## config.mk

```make
export PLATFORM = sky130hd
export DESIGN_NAME = de2_input_conditioner
export DESIGN_NICKNAME = d
export VERILOG_FILES = /design/src/rtl/de2_io_pkg.sv /design/src/rtl/debounce_cell.sv /design/src/rtl/de2_input_conditioner.sv
export SDC_FILE = /design/constraint.sdc
export NUM_CORES = 1
export LEC_CHECK = 0
export ABC_AREA = 1
export CAP_MARGIN = 20
export CORE_AREA = 2 2 125 127
export DETAILED_ROUTE_END_ITERATION = 8
export DIE_AREA = 0 0 127 129
export GPL_TIMING_DRIVEN = 1
export HOLD_SLACK_MARGIN = 0.12
export PLACE_DENSITY = 0.75
export SLEW_MARGIN = 10
export SYNTH_ARGS = -nofsm -noshare
export SYNTH_HDL_FRONTEND = slang
export SYNTH_HIERARCHICAL = 1
export SYNTH_SLANG_ARGS = --single-unit
```

## constraint.sdc

```tcl
create_clock -name i_clk -period 4 [get_ports i_clk]
set_input_delay 0.8 -clock i_clk [delete_from_list [all_inputs] [get_ports i_clk]]
set_output_delay 0.8 -clock i_clk [all_outputs]
set_load 0.02 [all_outputs]
```

## src/rtl/de2_io_pkg.sv

```systemverilog
// ---------------------------------------------------------------------------
// de2_io_pkg
// Shared definitions for the DE2 input conditioner:
//   NUM_KEYS_DEF / NUM_SW_DEF : default pushbutton and slide-switch counts
//   rst_state_t               : reset conditioner states (HOLD, RUN)
//   clog2()                   : constant ceil(log2(n)), never less than 1
// ---------------------------------------------------------------------------
package de2_io_pkg;

    localparam int unsigned NUM_KEYS_DEF = 4;
    localparam int unsigned NUM_SW_DEF   = 18;

    typedef enum logic [0:0] {
        HOLD = 1'b0,
        RUN  = 1'b1
    } rst_state_t;

    // Minimum of 1 so that a counter sized from it always has at least one bit.
    function automatic int unsigned clog2(input int unsigned n);
        int unsigned r;
        r = 1;
        while ((64'd1 << r) < 64'(n)) begin
            r = r + 1;
        end
        return r;
    endfunction

endpackage

```

## src/rtl/debounce_cell.sv

```systemverilog
// ---------------------------------------------------------------------------
// debounce_cell
// Two-flop synchroniser followed by a tick-based debounce counter for one
// board input. The debounced value follows the synchronised input only after
// it has disagreed on STABLE_TICKS consecutive sample ticks.
//
// Optional build macro: DE2_KEY_PRESS_PULSE_EN adds o_fall.
//
// Ports:
//   i_clk      system clock
//   i_reset_n  synchronous active-low reset
//   i_tick     one-cycle sample strobe from the prescaler
//   i_raw      raw (asynchronous) input pin
//   o_db       debounced value (resets to RESET_VAL)
//   o_fall     (macro only) registered pulse in the cycle o_db first reads 0
// ---------------------------------------------------------------------------
module debounce_cell import de2_io_pkg::*; #(
    parameter int unsigned STABLE_TICKS = 8,
    parameter logic        RESET_VAL    = 1'b0
) (
    input  logic i_clk,
    input  logic i_reset_n,
    input  logic i_tick,
    input  logic i_raw,
    output logic o_db
`ifdef DE2_KEY_PRESS_PULSE_EN
    ,
    output logic o_fall
`endif
);

    localparam int unsigned     CntW    = clog2(STABLE_TICKS + 1);
    localparam logic [CntW-1:0] CntLast = CntW'(STABLE_TICKS - 1);

    logic            r_sync1;
    logic            r_sync2;
    logic            r_db;
    logic [CntW-1:0] r_cnt;
    logic            w_db_d;
    logic [CntW-1:0] w_cnt_d;

    // Any cycle of agreement clears the count, so only an unbroken run of
    // disagreeing ticks can commit a new value.
    always_comb begin
        w_db_d  = r_db;
        w_cnt_d = r_cnt;
        if (r_sync2 == r_db) begin
            w_cnt_d = '0;
        end else if (i_tick) begin
            if (r_cnt == CntLast) begin
                w_db_d  = r_sync2;
                w_cnt_d = '0;
            end else begin
                w_cnt_d = r_cnt + CntW'(1);
            end
        end
    end

    always_ff @(posedge i_clk) begin
        if (!i_reset_n) begin
            r_sync1 <= RESET_VAL;
            r_sync2 <= RESET_VAL;
            r_db    <= RESET_VAL;
            r_cnt   <= '0;
        end else begin
            r_sync1 <= i_raw;
            r_sync2 <= r_sync1;
            r_db    <= w_db_d;
            r_cnt   <= w_cnt_d;
        end
    end

    assign o_db = r_db;

`ifdef DE2_KEY_PRESS_PULSE_EN
    logic r_fall;

    // Registered alongside r_db so the pulse lines up with the 1->0 edge.
    always_ff @(posedge i_clk) begin
        if (!i_reset_n) begin
            r_fall <= 1'b0;
        end else begin
            r_fall <= r_db & ~w_db_d;
        end
    end

    assign o_fall = r_fall;
`endif

endmodule

```

## src/rtl/de2_input_conditioner.sv

```systemverilog
// ---------------------------------------------------------------------------
// de2_input_conditioner
// Conditions the DE2 pushbuttons and slide switches for the Nios II PIOs and
// derives a stretched system reset from debounced KEY[0].
//
// Optional build macro: DE2_KEY_PRESS_PULSE_EN adds o_key_press.
//
// Ports:
//   i_clk          PLL system clock
//   i_reset_n      synchronous active-low reset (power-on / PLL locked)
//   i_key_raw      raw pushbuttons, active-low (0 = pressed)
//   i_sw_raw       raw slide switches
//   o_key_db       debounced pushbuttons, active-low
//   o_sw_db        debounced slide switches
//   o_sys_reset_n  registered conditioned reset for nios_system
//   o_tick         one-cycle debounce sample strobe
//   o_key_press    (macro only) one-cycle pulse per key on debounced press
// ---------------------------------------------------------------------------
module de2_input_conditioner import de2_io_pkg::*; #(
    parameter int unsigned TICK_DIV       = 50000,
    parameter int unsigned STABLE_TICKS   = 8,
    parameter int unsigned RST_HOLD_TICKS = 16,
    parameter int unsigned NUM_KEYS       = NUM_KEYS_DEF,
    parameter int unsigned NUM_SW         = NUM_SW_DEF
) (
    input  logic                i_clk,
    input  logic                i_reset_n,
    input  logic [NUM_KEYS-1:0] i_key_raw,
    input  logic [NUM_SW-1:0]   i_sw_raw,
    output logic [NUM_KEYS-1:0] o_key_db,
    output logic [NUM_SW-1:0]   o_sw_db,
    output logic                o_sys_reset_n,
    output logic                o_tick
`ifdef DE2_KEY_PRESS_PULSE_EN
    ,
    output logic [NUM_KEYS-1:0] o_key_press
`endif
);

    localparam int unsigned      DivW     = clog2(TICK_DIV);
    localparam logic [DivW-1:0]  DivLast  = DivW'(TICK_DIV - 1);
    localparam int unsigned      HoldW    = clog2(RST_HOLD_TICKS + 1);
    localparam logic [HoldW-1:0] HoldLast = HoldW'(RST_HOLD_TICKS - 1);

    // ---------------- Prescaler ----------------
    logic [DivW-1:0] r_div_cnt;
    logic [DivW-1:0] w_div_cnt_d;
    logic            r_tick;

    always_comb begin
        w_div_cnt_d = (r_div_cnt == DivLast) ? '0 : r_div_cnt + DivW'(1);
    end

    // r_tick is registered from the next count so it is high exactly while
    // r_div_cnt == TICK_DIV-1, yet still reads 0 straight out of reset.
    always_ff @(posedge i_clk) begin
        if (!i_reset_n) begin
            r_div_cnt <= '0;
            r_tick    <= 1'b0;
        end else begin
            r_div_cnt <= w_div_cnt_d;
            r_tick    <= (w_div_cnt_d == DivLast);
        end
    end

    assign o_tick = r_tick;

    // ---------------- Debounce cells ----------------
    logic [NUM_KEYS-1:0] w_key_db;
    logic [NUM_SW-1:0]   w_sw_db;
`ifdef DE2_KEY_PRESS_PULSE_EN
    logic [NUM_KEYS-1:0] w_key_fall;
    logic [NUM_SW-1:0]   w_sw_fall;
`endif

    for (genvar i = 0; i < NUM_KEYS; i++) begin : g_key
        debounce_cell #(
            .STABLE_TICKS (STABLE_TICKS),
            .RESET_VAL    (1'b1)
        ) u_cell (
            .i_clk     (i_clk),
            .i_reset_n (i_reset_n),
            .i_tick    (r_tick),
            .i_raw     (i_key_raw[i]),
            .o_db      (w_key_db[i])
`ifdef DE2_KEY_PRESS_PULSE_EN
            ,
            .o_fall    (w_key_fall[i])
`endif
        );
    end

    for (genvar j = 0; j < NUM_SW; j++) begin : g_sw
        debounce_cell #(
            .STABLE_TICKS (STABLE_TICKS),
            .RESET_VAL    (1'b0)
        ) u_cell (
            .i_clk     (i_clk),
            .i_reset_n (i_reset_n),
            .i_tick    (r_tick),
            .i_raw     (i_sw_raw[j]),
            .o_db      (w_sw_db[j])
`ifdef DE2_KEY_PRESS_PULSE_EN
            ,
            .o_fall    (w_sw_fall[j])
`endif
        );
    end

    assign o_key_db = w_key_db;
    assign o_sw_db  = w_sw_db;

`ifdef DE2_KEY_PRESS_PULSE_EN
    assign o_key_press = w_key_fall;
`endif

    // ---------------- Reset conditioner ----------------
    rst_state_t       r_state;
    rst_state_t       w_state_d;
    logic [HoldW-1:0] r_hold_cnt;
    logic [HoldW-1:0] w_hold_cnt_d;
    logic             r_sys_reset_n;

    always_comb begin
        w_state_d    = r_state;
        w_hold_cnt_d = r_hold_cnt;
        case (r_state)
            HOLD: begin
                if (!w_key_db[0]) begin
                    w_hold_cnt_d = '0;
                end else if (r_tick) begin
                    if (r_hold_cnt == HoldLast) begin
                        w_state_d    = RUN;
                        w_hold_cnt_d = '0;
                    end else begin
                        w_hold_cnt_d = r_hold_cnt + HoldW'(1);
                    end
                end
            end
            RUN: begin
                if (!w_key_db[0]) begin
                    w_state_d    = HOLD;
                    w_hold_cnt_d = '0;
                end
            end
            default: begin
                w_state_d    = HOLD;
                w_hold_cnt_d = '0;
            end
        endcase
    end

    // Decoding the next state keeps the output in step with the state
    // register while still coming straight from a flop.
    always_ff @(posedge i_clk) begin
        if (!i_reset_n) begin
            r_state       <= HOLD;
            r_hold_cnt    <= '0;
            r_sys_reset_n <= 1'b0;
        end else begin
            r_state       <= w_state_d;
            r_hold_cnt    <= w_hold_cnt_d;
            r_sys_reset_n <= (w_state_d == RUN);
        end
    end

    assign o_sys_reset_n = r_sys_reset_n;

endmodule

```

* After elaboration in Yosys (flattened, before gate mapping)
Index checks and enable logic that the tools add are counted.
** Word-level totals
- Logic and storage cells :: 267
- Flip-flop bits (word level) :: 177
** Cells by class
- Equality and inequality tests :: 49
- $add $sub $neg :: 24
- Bitwise gates (word level) :: 24
- Reduce and logical (&&, ||, !) cells :: 45
- Multiplexer cells :: 33
** Operator list (number)
- $add 4x1->4 const B :: 22
- $eq 4x3->1 const B :: 22
- $mux 4 :: 22
- $reduce_and 3->1 :: 22
- $reduce_or 2->1 :: 22
- $eq 16x16->1 const B :: 2
- $not 1->1 :: 24
- $eq 1x1->1 :: 22
- $mux 5 :: 4
- $add 16x1->16 const B :: 1
- $mux 16 :: 1
- $pmux 5 s2 :: 1
- $add 5x1->5 const B :: 1
- $eq 5x4->1 const B :: 1
- $mux 1 :: 4
- $ne 3x3->1 const B :: 1
- $ne 2x2->1 const B :: 1
- $pmux 1 s2 :: 1
- $reduce_and 2->1 :: 1

* Longest topological paths before layout
Gate-level depths: netlist of the first run.
- Word-level depth :: 5
- Depth in mapped cells :: 11
- Gate-level depth less buffers :: 11

* By module
The synthesis of the first run kept the hierarchy.
** Modules (own cells, without submodules)
- debounce_cell at g_sw[0].u_cell ... :: area each 322.8 um2, cells an instance 47, instances 18, sequential area each 140.1 um2
- de2_input_conditioner :: area each 1318.8 um2, cells an instance 203, instances 1, sequential area each 460.4 um2
- debounce_cell at g_key[0].u_cell ... :: area each 300.3 um2, cells an instance 43, instances 4, sequential area each 140.1 um2

* Worst setup path before layout of the first run
Ideal clock, no wire load.
- Path kind :: reg-to-reg
- Start :: register r_tick, in the netlist o_tick
- End :: register r_hold_cnt[2]
- Data arrival time :: 3.648 ns
- Cell stages (with the launch flop) :: 5
- Period minus slack after synthesis :: 3.743 ns
- Data required time :: 3.905 ns
- Setup slack :: 0.257 ns
- Path buffers :: 0
- Path through :: dfxtp_1 inv_1 nor3_1 o21ai_0 a221oi_1
** On the way
- Longest elaborated chain between the ends :: 2
** RTL lines
- start: declaration :: RTL line de2_input_conditioner.sv:48 : logic r_tick;
- start signal: assignment :: RTL line de2_input_conditioner.sv:62 : r_tick <= (w_div_cnt_d == DivLast);
- $ne 3x3->1 (no line)
- $reduce_and 2->1 (no line)
- end signal: assignment :: RTL line de2_input_conditioner.sv:162 : r_hold_cnt <= w_hold_cnt_d;
- end: declaration :: RTL line de2_input_conditioner.sv:120 : logic [HoldW-1:0] r_hold_cnt;
Every way passes these cells.
A chain may end at the register's enable or synchronous reset.

* Worst setup path in the final report of the first run
- Start :: register r_tick, in the netlist o_tick
- End :: output o_tick
** RTL lines
- end: declaration :: RTL line de2_input_conditioner.sv:33 : output logic o_tick
No word-level cell between the ends.

==> results of run 1 <==
[worst max path at each step]
stage,to,start,cells past startpoint,slack [ns]
floorplan,r_hold_cnt[2],o_tick,4,0.26
global placement,o_tick,o_tick,1,1.78
CTS,o_tick,o_tick,1,1.31
detailed placement,o_tick,o_tick,1,1.78
finish,o_tick,o_tick,1,1.34
global route,o_tick,o_tick,1,1.27
[placed cells by master (no fill, tap or decap), drive strengths merged, types with 25 or more instances in the layout]
cell type	instances
a21oi	47
clkdlybuf4s50	46
dfxtp	177
inv	175
nand2	388
nand3	66
nor2	241
nor3	25
o21ai	25
[metrics by stage]
| stage | hold WS (ns) | util |
|---|---|---|
| detailed placement | 0.388 | 0.605 |
| global route | 0.413 | 0.648 |
| CTS | 0.403 | 0.648 |
| finish | 0.401 | 0.648 |
| floorplan | 0.380 | - |
| global placement | 0.381 | 0.605 |
[layer usage]
layer | up-vias | GRT usage | share of wire
li1 | 3871 | - | -
met1 | 3092 | 0.224 | 0.48
met2 | 71 | 0.338 | 0.48
met3 | 13 | 0.0457 | 0.026
met4 | 0 | 0.0640 | 0.012
met5 | - | 0 | 0
[synth_stat cells (5+ instances only)]
library cell               count  area, um2
sky130_fd_sc_hd__a21oi_1      47        235
sky130_fd_sc_hd__clkinv_2     18       90.1
sky130_fd_sc_hd__dfxtp_1     177       3540
sky130_fd_sc_hd__ha_1         24        300
sky130_fd_sc_hd__inv_1       170        638
sky130_fd_sc_hd__inv_2         5       18.8
sky130_fd_sc_hd__nand2_1     365       1370
sky130_fd_sc_hd__nand2_2      21        131
sky130_fd_sc_hd__nand3_1      64        320
sky130_fd_sc_hd__nand4_1       5       31.3
sky130_fd_sc_hd__nor2_1      208        781
sky130_fd_sc_hd__nor2_2       28        175
sky130_fd_sc_hd__nor2_4        5       56.3
sky130_fd_sc_hd__nor3_1        7       35.0
sky130_fd_sc_hd__nor3_2       18        180
sky130_fd_sc_hd__o21ai_1      22        110
sky130_fd_sc_hd__xnor2_1      23        201
[layout make-up]
| class | count | area (um2) | area share |
|---|---|---|---|
| clock inverter | 13 | 210 | 0.0216 |
| clock buffer | 19 | 443 | 0.0456 |
| inverter | 193 | 747 | 0.0769 |
| timing repair buffer | 50 | 490 | 0.0505 |
| tap | 188 | 235 | 0.0242 |
| sequential | 177 | 3550 | 0.365 |
| multi-input combinational | 850 | 4040 | 0.416 |
[cell families (layout without fill, tap and decap cells)]
logic type      after synthesis  in the layout  share of synthesized area
simple gates                725            725                      0.375
buf+inv                     194            275                     0.0901
flops                       177            177                      0.425
compound gates               76             76                     0.0473
xor+xnor                     25             25                     0.0263
fa+ha+maj                    24             24                     0.0360
[state kept, by name, summed over array words and instances (netlist names)]
name                  flops
g_key.u_cell/o_db         4
g_key.u_cell/r_cnt       16
g_sw.u_cell/r_sync1      18
o_sys_reset_n             1
g_key.u_cell/r_sync1      4
g_sw.u_cell/o_db         18
g_key.u_cell/r_sync2      4
r_div_cnt                16
g_sw.u_cell/r_sync2      18
g_sw.u_cell/r_cnt        72
o_tick                    1
r_hold_cnt                5
[where the power goes]
part	leakage (nW)	internal (W)	switching, W
clock network	0.313	0.00113	0.000670
registers	1.44	0.00179	0.0000129
logic	2.18	0.0000434	0.0000585
total	3.93	0.00295	0.000742
==> metrics.md, run 1 <==
| Metric | Value |
|---|---|
| Run status | finished clean |
| Post-Synthesis Mean Instance Area | 6.82 um2 |
| Endpoint of the most critical register-to-register path | g_sw[7].u_cell/r_cnt[3] |
| DRC violation total after the first TritonRoute iteration | 302 |
| Final-report hold violation count | 0 |
| Maximum fanout along the worst path | 44 |
| Setup-violating endpoint count in the final report | 0 |
| Average detailed-routed wire length per instance | 9.69 um |
| Placed cell area | 0.00906 mm2 |
| Count of hold-fix buffers inserted at cts | 0 |
| Insertion delay to the later sink of the worst-skew pair | 0.42 ns |
| Required time of the critical path | 3.20 ns |
| Net Count, Synth | 1269 |
| Total congestion overflow after global routing | 0 |
| Overall die area | 0.0164 mm2 |
| Count of distinct cell types in the synthesized netlist | 27 |
| Post-Route Setup TNS | 0 ns |
| Post-route antenna net violation count | 0 |
| Cell area after layout | 0.00971 mm2 |
| NumNets Final | 1337 |
| CTS Root Buffer Type | sky130_fd_sc_hd__clkbuf_16 |
| Post-synth EDFFs | 0 |
| Maximum single-stage delay on the critical path | 0.72 ns |
| Total power consumption of the routed design | 0.00370 W |
| Leakage power of the design | 3.93 nW |
| HP Class | reg -> reg |
| Post-CTS sizing | 0 |
| Number of non-filler instances in the completed layout | 1490 |
| Achievable frequency | 0.375 GHz |
| Post-detailed-routing wire length | 14.4 mm |
| Unrepaired setup endpoints after global routing | false |
| Max rail drop VDD | 0.000352 V |
| Clock tree from TritonCTS | yes |
| Number of max-slew violations in the final report | 0 |
| Critical Path End Type | primary output |
| Total placed cells including tap cells | 1458 |
| Pre-antenna DRT Iters | 5 |
| Wire length of the first global-routing pass | 26.0 mm |
| Final weighted congestion in routability-driven placement | 0.900 |
| Source of the worst hold timing path | g_key[1].u_cell/r_sync1 |
| FF+latch count, synth | 177 |
| Tmin final | 2.66 ns |
| TritonCTS sink count | 177 |
| Launching element type of the critical path | register |
| Die X | 127 um |
| Critical path arrival | 1.86 ns |
| Effective utilization at floorplan | 0.556 |
| Worst setup path class | reg -> out |
| Number of levels in the clock H-tree | 4 |
| Part of the cycle the worst path needs | 0.666 |
| Sink of the worst hold path | g_key[1].u_cell/r_sync2 |
| Number of max-cap violations | 0 |
| Max Buffers Root-to-Sink | 2 |
| Worst max-slew margin expressed relative to the limit | 0.445 |
| Register-to-Register Setup Slack | 1.87 ns |
| Hold-critical path depth | 2 |
| Overall via count from detail_route | 7047 |
| Total global routing track utilization | 0.189 |
| R2r worst-path depth | 6 |
| Clock transition at path regs | 0.06 ns |
| Avg Vias per Cell | 4.73 |
| Half-perimeter wire length after detailed placement | 10.1 mm |
| Postcts setup bufs | 0 |
| I/O Pins | 48 |
| Worst setup slack after placement | 1.78 ns |
| Crit path max-delay cell type | sky130_fd_sc_hd__clkdlybuf4s50_1 |
| Count of mapped cells out of synthesis | 1221 |
| Number of buffer and inverter instances along the worst setup path | 1 |
| Buffers on Ports | 47 |
| Yosys warns | 6 |
| Synth Cell Area | 0.00833 mm2 |
| Number of antenna violations at the first check in global routing | 0 |
| Pin slew with the least headroom to its limit | 0.832 ns |
| Power density of the placed cells | 381 mW/mm2 |
| Area of the core | 0.0150 mm2 |
| Count of standard-cell rows | 45 |
| Post-detailed-route DRC marker count | 0 |
| Async SR Flop Fraction | 0 |
| Share of layout cells above drive strength 1 | 0.104 |
| Clock Skew | 0.00997 ns |
| Dominant synthesized flop cell | sky130_fd_sc_hd__dfxtp_1 |
| Cell chain of the critical path | clkdlybuf4s50_1 |
| Critical path's top delay family | buffers and inverters |
| Number of buffers created by CTS | 17 |
| Final Worst Setup Slack | 1.34 ns |
| Reg2reg start | o_tick |
| Number of antenna diodes | 0 |
| Maximum number of pins on one net before global-route repair | 71 |
| Die Y | 129 um |
| Share of the yosys chip area belonging to registers | 0.425 |
| Area growth from synthesis to layout | 16.6% |
| Vias in the first global route | 6421 |
| Number of fillers in the final layout | 1345 |
No activity file was read; power rests on OpenSTA's default activity.
==> inputs of run 2 (changes only) <==
- CORE_AREA: 2 2 125 127 -> 2 2 128 130
- DIE_AREA: 0 0 127 129 -> 0 0 130 132
- clock period: 4 -> 2.2 ns (I/O delays scaled with it)
==> run 2 against run 1 <==
Sequential share of layout area is 0.18 points higher. Die area rose by 4.7%. Flip-flop and latch count unchanged. Sequential power rose by 82%. Cell count increased by 2.1%. Clock skew is 0.0016 ns higher. Via count fell by 0.74%. Combinational power up 84%. Routed wire length is 1.0% lower. First-iteration DRC count up 21%.
==> metrics.md, run 2 (synthesis results as in run 1) <==
| Metric | Value |
|---|---|
| Run status | finished clean (unchanged) |
| Total congestion overflow after global routing | 0 (unchanged) |
| Wire length of the first global-routing pass | 25.5 mm (was 26.0 mm) |
| Effective utilization at floorplan | 0.530 (was 0.556) |
| Average detailed-routed wire length per instance | 9.40 um (was 9.69 um) |
| Post-detailed-route DRC marker count | 0 (unchanged) |
| Post-route antenna net violation count | 0 (unchanged) |
| Cell chain of the critical path | clkdlybuf4s50_1 (unchanged) |
| Overall die area | 0.0172 mm2 (was 0.0164 mm2) |
| Setup-violating endpoint count in the final report | 0 (unchanged) |
| Number of antenna violations at the first check in global routing | 0 (unchanged) |
| Share of layout cells above drive strength 1 | 0.103 (was 0.104) |
| Number of levels in the clock H-tree | 4 (unchanged) |
| NumNets Final | 1340 (was 1337) |
| Max FFs per register | 72 (unchanged) |
| P_int | 0.00495 W (was 0.00295 W) |
| Vias in the first global route | 6358 (was 6421) |
| Most common cell after layout, fill and taps aside | sky130_fd_sc_hd__nand2_1 (unchanged) |
| Switching part of the total | 0.208 (was 0.201) |
| Share of total power in combinational logic | 0.030 (was 0.028) |
| Switching power | 0.00130 W (was 0.000742 W) |
| Unrepaired setup endpoints after global routing | false (unchanged) |
| Clock transition at path regs | 0.06 ns (about the same) |
| Leading cell types in the layout, fill and taps excluded | sky130_fd_sc_hd__nand2_1 (365), sky130_fd_sc_hd__nor2_1 (208), sky130_fd_sc_hd__dfxtp_1 (176) (unchanged) |
| Count of hold-fix buffers inserted at cts | 0 (unchanged) |
| Number of antenna diodes | 0 (unchanged) |
| Maximum fanout along the worst path | 7 (was 44) |
| Pin slew with the least headroom to its limit | 0.649 ns (was 0.832 ns) |
| Launching element type of the critical path | register (unchanged) |
| HP Class | reg -> reg (unchanged) |
| Postcts setup bufs | 0 (unchanged) |
| Die Y | 132 um (was 129 um) |
| Number of buffers created by CTS | 17 (unchanged) |
| Max rail drop VDD | 0.000549 V (was 0.000352 V) |
| R2r worst-path depth | 11 (was 6) |
| Final-report hold violation count | 0 (unchanged) |
| TritonCTS sink count | 177 (unchanged) |
| Max Buffers Root-to-Sink | 2 (unchanged) |
| Pre-antenna DRT Iters | 4 (was 5) |
| Area growth from synthesis to layout | 16.0% (was 16.6%) |
| Worst max-slew margin expressed relative to the limit | 0.567 (was 0.445) |
| Buffers on Ports | 47 (unchanged) |
| Post-detailed-routing wire length | 14.3 mm (was 14.4 mm) |
| Post-CTS sizing | 0 (unchanged) |
| Final weighted congestion in routability-driven placement | 0.885 (was 0.900) |
| Leakage power of the design | 3.90 nW (was 3.93 nW) |
| Post-Route Setup TNS | 0 ns (unchanged) |
| DRC violation total after the first TritonRoute iteration | 366 (was 302) |
| Relative contribution of sequential cells to total power | 0.523 (was 0.486) |
| Critical Path End Type | primary output (unchanged) |
| Clock tree from TritonCTS | yes (unchanged) |
| Achievable frequency | 0.509 GHz |
| Die X | 130 um (was 127 um) |
| Proportion of power drawn by the clock network | 0.447 (was 0.486) |
| Clock Skew | 0.0116 ns (was 0.00997 ns) |
| Required time of the critical path | 1.76 ns (was 3.20 ns) |
| Overall via count from detail_route | 6995 (was 7047) |
| I/O Pins | 48 (unchanged) |
| Hold-critical path depth | 2 (unchanged) |
| Critical path depth | 1 (unchanged) |
| CTS Root Buffer Type | sky130_fd_sc_hd__clkbuf_16 (unchanged) |
| Top reg by flops | g_sw.u_cell/r_cnt (unchanged) |
| Count of standard-cell rows | 46 (was 45) |
| Half-perimeter wire length after detailed placement | 10.2 mm (was 10.1 mm) |
| Part of the cycle the worst path needs | 0.892 |
| Maximum single-stage delay on the critical path | 0.66 ns (was 0.72 ns) |
| Power density of the placed cells | 646 mW/mm2 (was 381 mW/mm2) |
| Worst setup path class | reg -> out (unchanged) |
| Critical path's top delay family | buffers and inverters (unchanged) |
| Maximum number of pins on one net before global-route repair | 58 (was 71) |
| Area of the core | 0.0157 mm2 (was 0.0150 mm2) |
| Total global routing track utilization | 0.179 (was 0.189) |
| Tmin final | 1.96 ns |
| Number of fillers in the final layout | 1451 (was 1345) |
| Number of buffer and inverter instances along the worst setup path | 1 (unchanged) |
| Crit path max-delay cell type | sky130_fd_sc_hd__clkdlybuf4s50_1 (unchanged) |
| Critical path arrival | 1.52 ns (was 1.86 ns) |
| Worst hold slack | 0.398 ns (was 0.401 ns) |
| Avg Vias per Cell | 4.60 (was 4.73) |
| Number of max-slew violations in the final report | 0 (unchanged) |
| Insertion delay to the later sink of the worst-skew pair | 0.43 ns (was 0.42 ns) |
| Number of max-cap violations | 0 (unchanged) |
==> run 2: cell types whose count changed in the layout (fill, tap and decap cells not counted) <==
cell and delta:
sky130_fd_sc_hd__bufinv_16 -5, sky130_fd_sc_hd__clkbuf_8 +5, sky130_fd_sc_hd__clkbuf_1 +4, sky130_fd_sc_hd__clkinv_4 -4, sky130_fd_sc_hd__buf_4 +3, sky130_fd_sc_hd__clkinv_2 +1
sky130_fd_sc_hd__clkinvlp_4 -1
==> run 2: final timing paths <==
kind,to,slack [ns],start
min,g_key[1].u_cell/r_sync2,0.40,g_key[1].u_cell/r_sync1
max reg2reg,o_tick,0.53,r_div_cnt[0]
max,o_key_db[0],0.24,g_key[0].u_cell/o_db
min reg2reg,g_key[1].u_cell/r_sync2,0.40,g_key[1].u_cell/r_sync1
==> run 2: area by class of cell <==
| class | instances | area, um2 | area share |
|---|---|---|---|
| multi-input cells | 850 | 4040 | 0.418 |
| flip-flops and latches | 177 | 3550 | 0.367 |
| inverters | 193 | 747 | 0.0773 |
| clock buffers | 28 | 527 | 0.0545 |
| repair buffers | 53 | 513 | 0.0531 |
| well taps | 216 | 270 | 0.0280 |
| clock inverters | 4 | 22.5 | 0.00233 |
==> run 2: per-stage QoR <==
step | cell area (um2) | setup WS [ns] | instances | power, W | util
6_report | 9660 | 0.237 | 1521 | 0.00625 | 0.615
5_1_grt | 9660 | 0.183 | 1521 | 0.00650 | 0.615
4_1_cts | 9660 | 0.225 | 1521 | 0.00633 | 0.615
3_5_place_dp | 9110 | 0.560 | 1489 | 0.00353 | 0.580
3_3_place_gp | 9110 | 0.626 | 1489 | 0.00353 | 0.580
2_1_floorplan | 8330 | 0.309 | 1221 | 0.00343 | -
==> run 2: power by group through the flow <==
| stage | Clock [W] | Combinational (W) | Sequential (W) |
|---|---|---|---|
| after global routing | 0.00300 | 0.000220 | 0.00327 |
| final | 0.00279 | 0.000188 | 0.00327 |
| after floorplan | 0 | 0.0000980 | 0.00334 |
| after global placement | 0 | 0.000188 | 0.00334 |
| after detailed placement | 0 | 0.000191 | 0.00334 |
| after CTS | 0.00287 | 0.000192 | 0.00327 |
==> run 2: layer usage <==
layer / up-vias / GRT usage / routed length, um
met1: 3041 / 0.210 / 6840
met5: - / 0 / 0
met2: 67 / 0.308 / 6820
met3: 19 / 0.0511 / 433
met4: 0 / 0.0645 / 198
li1: 3868 / - / -
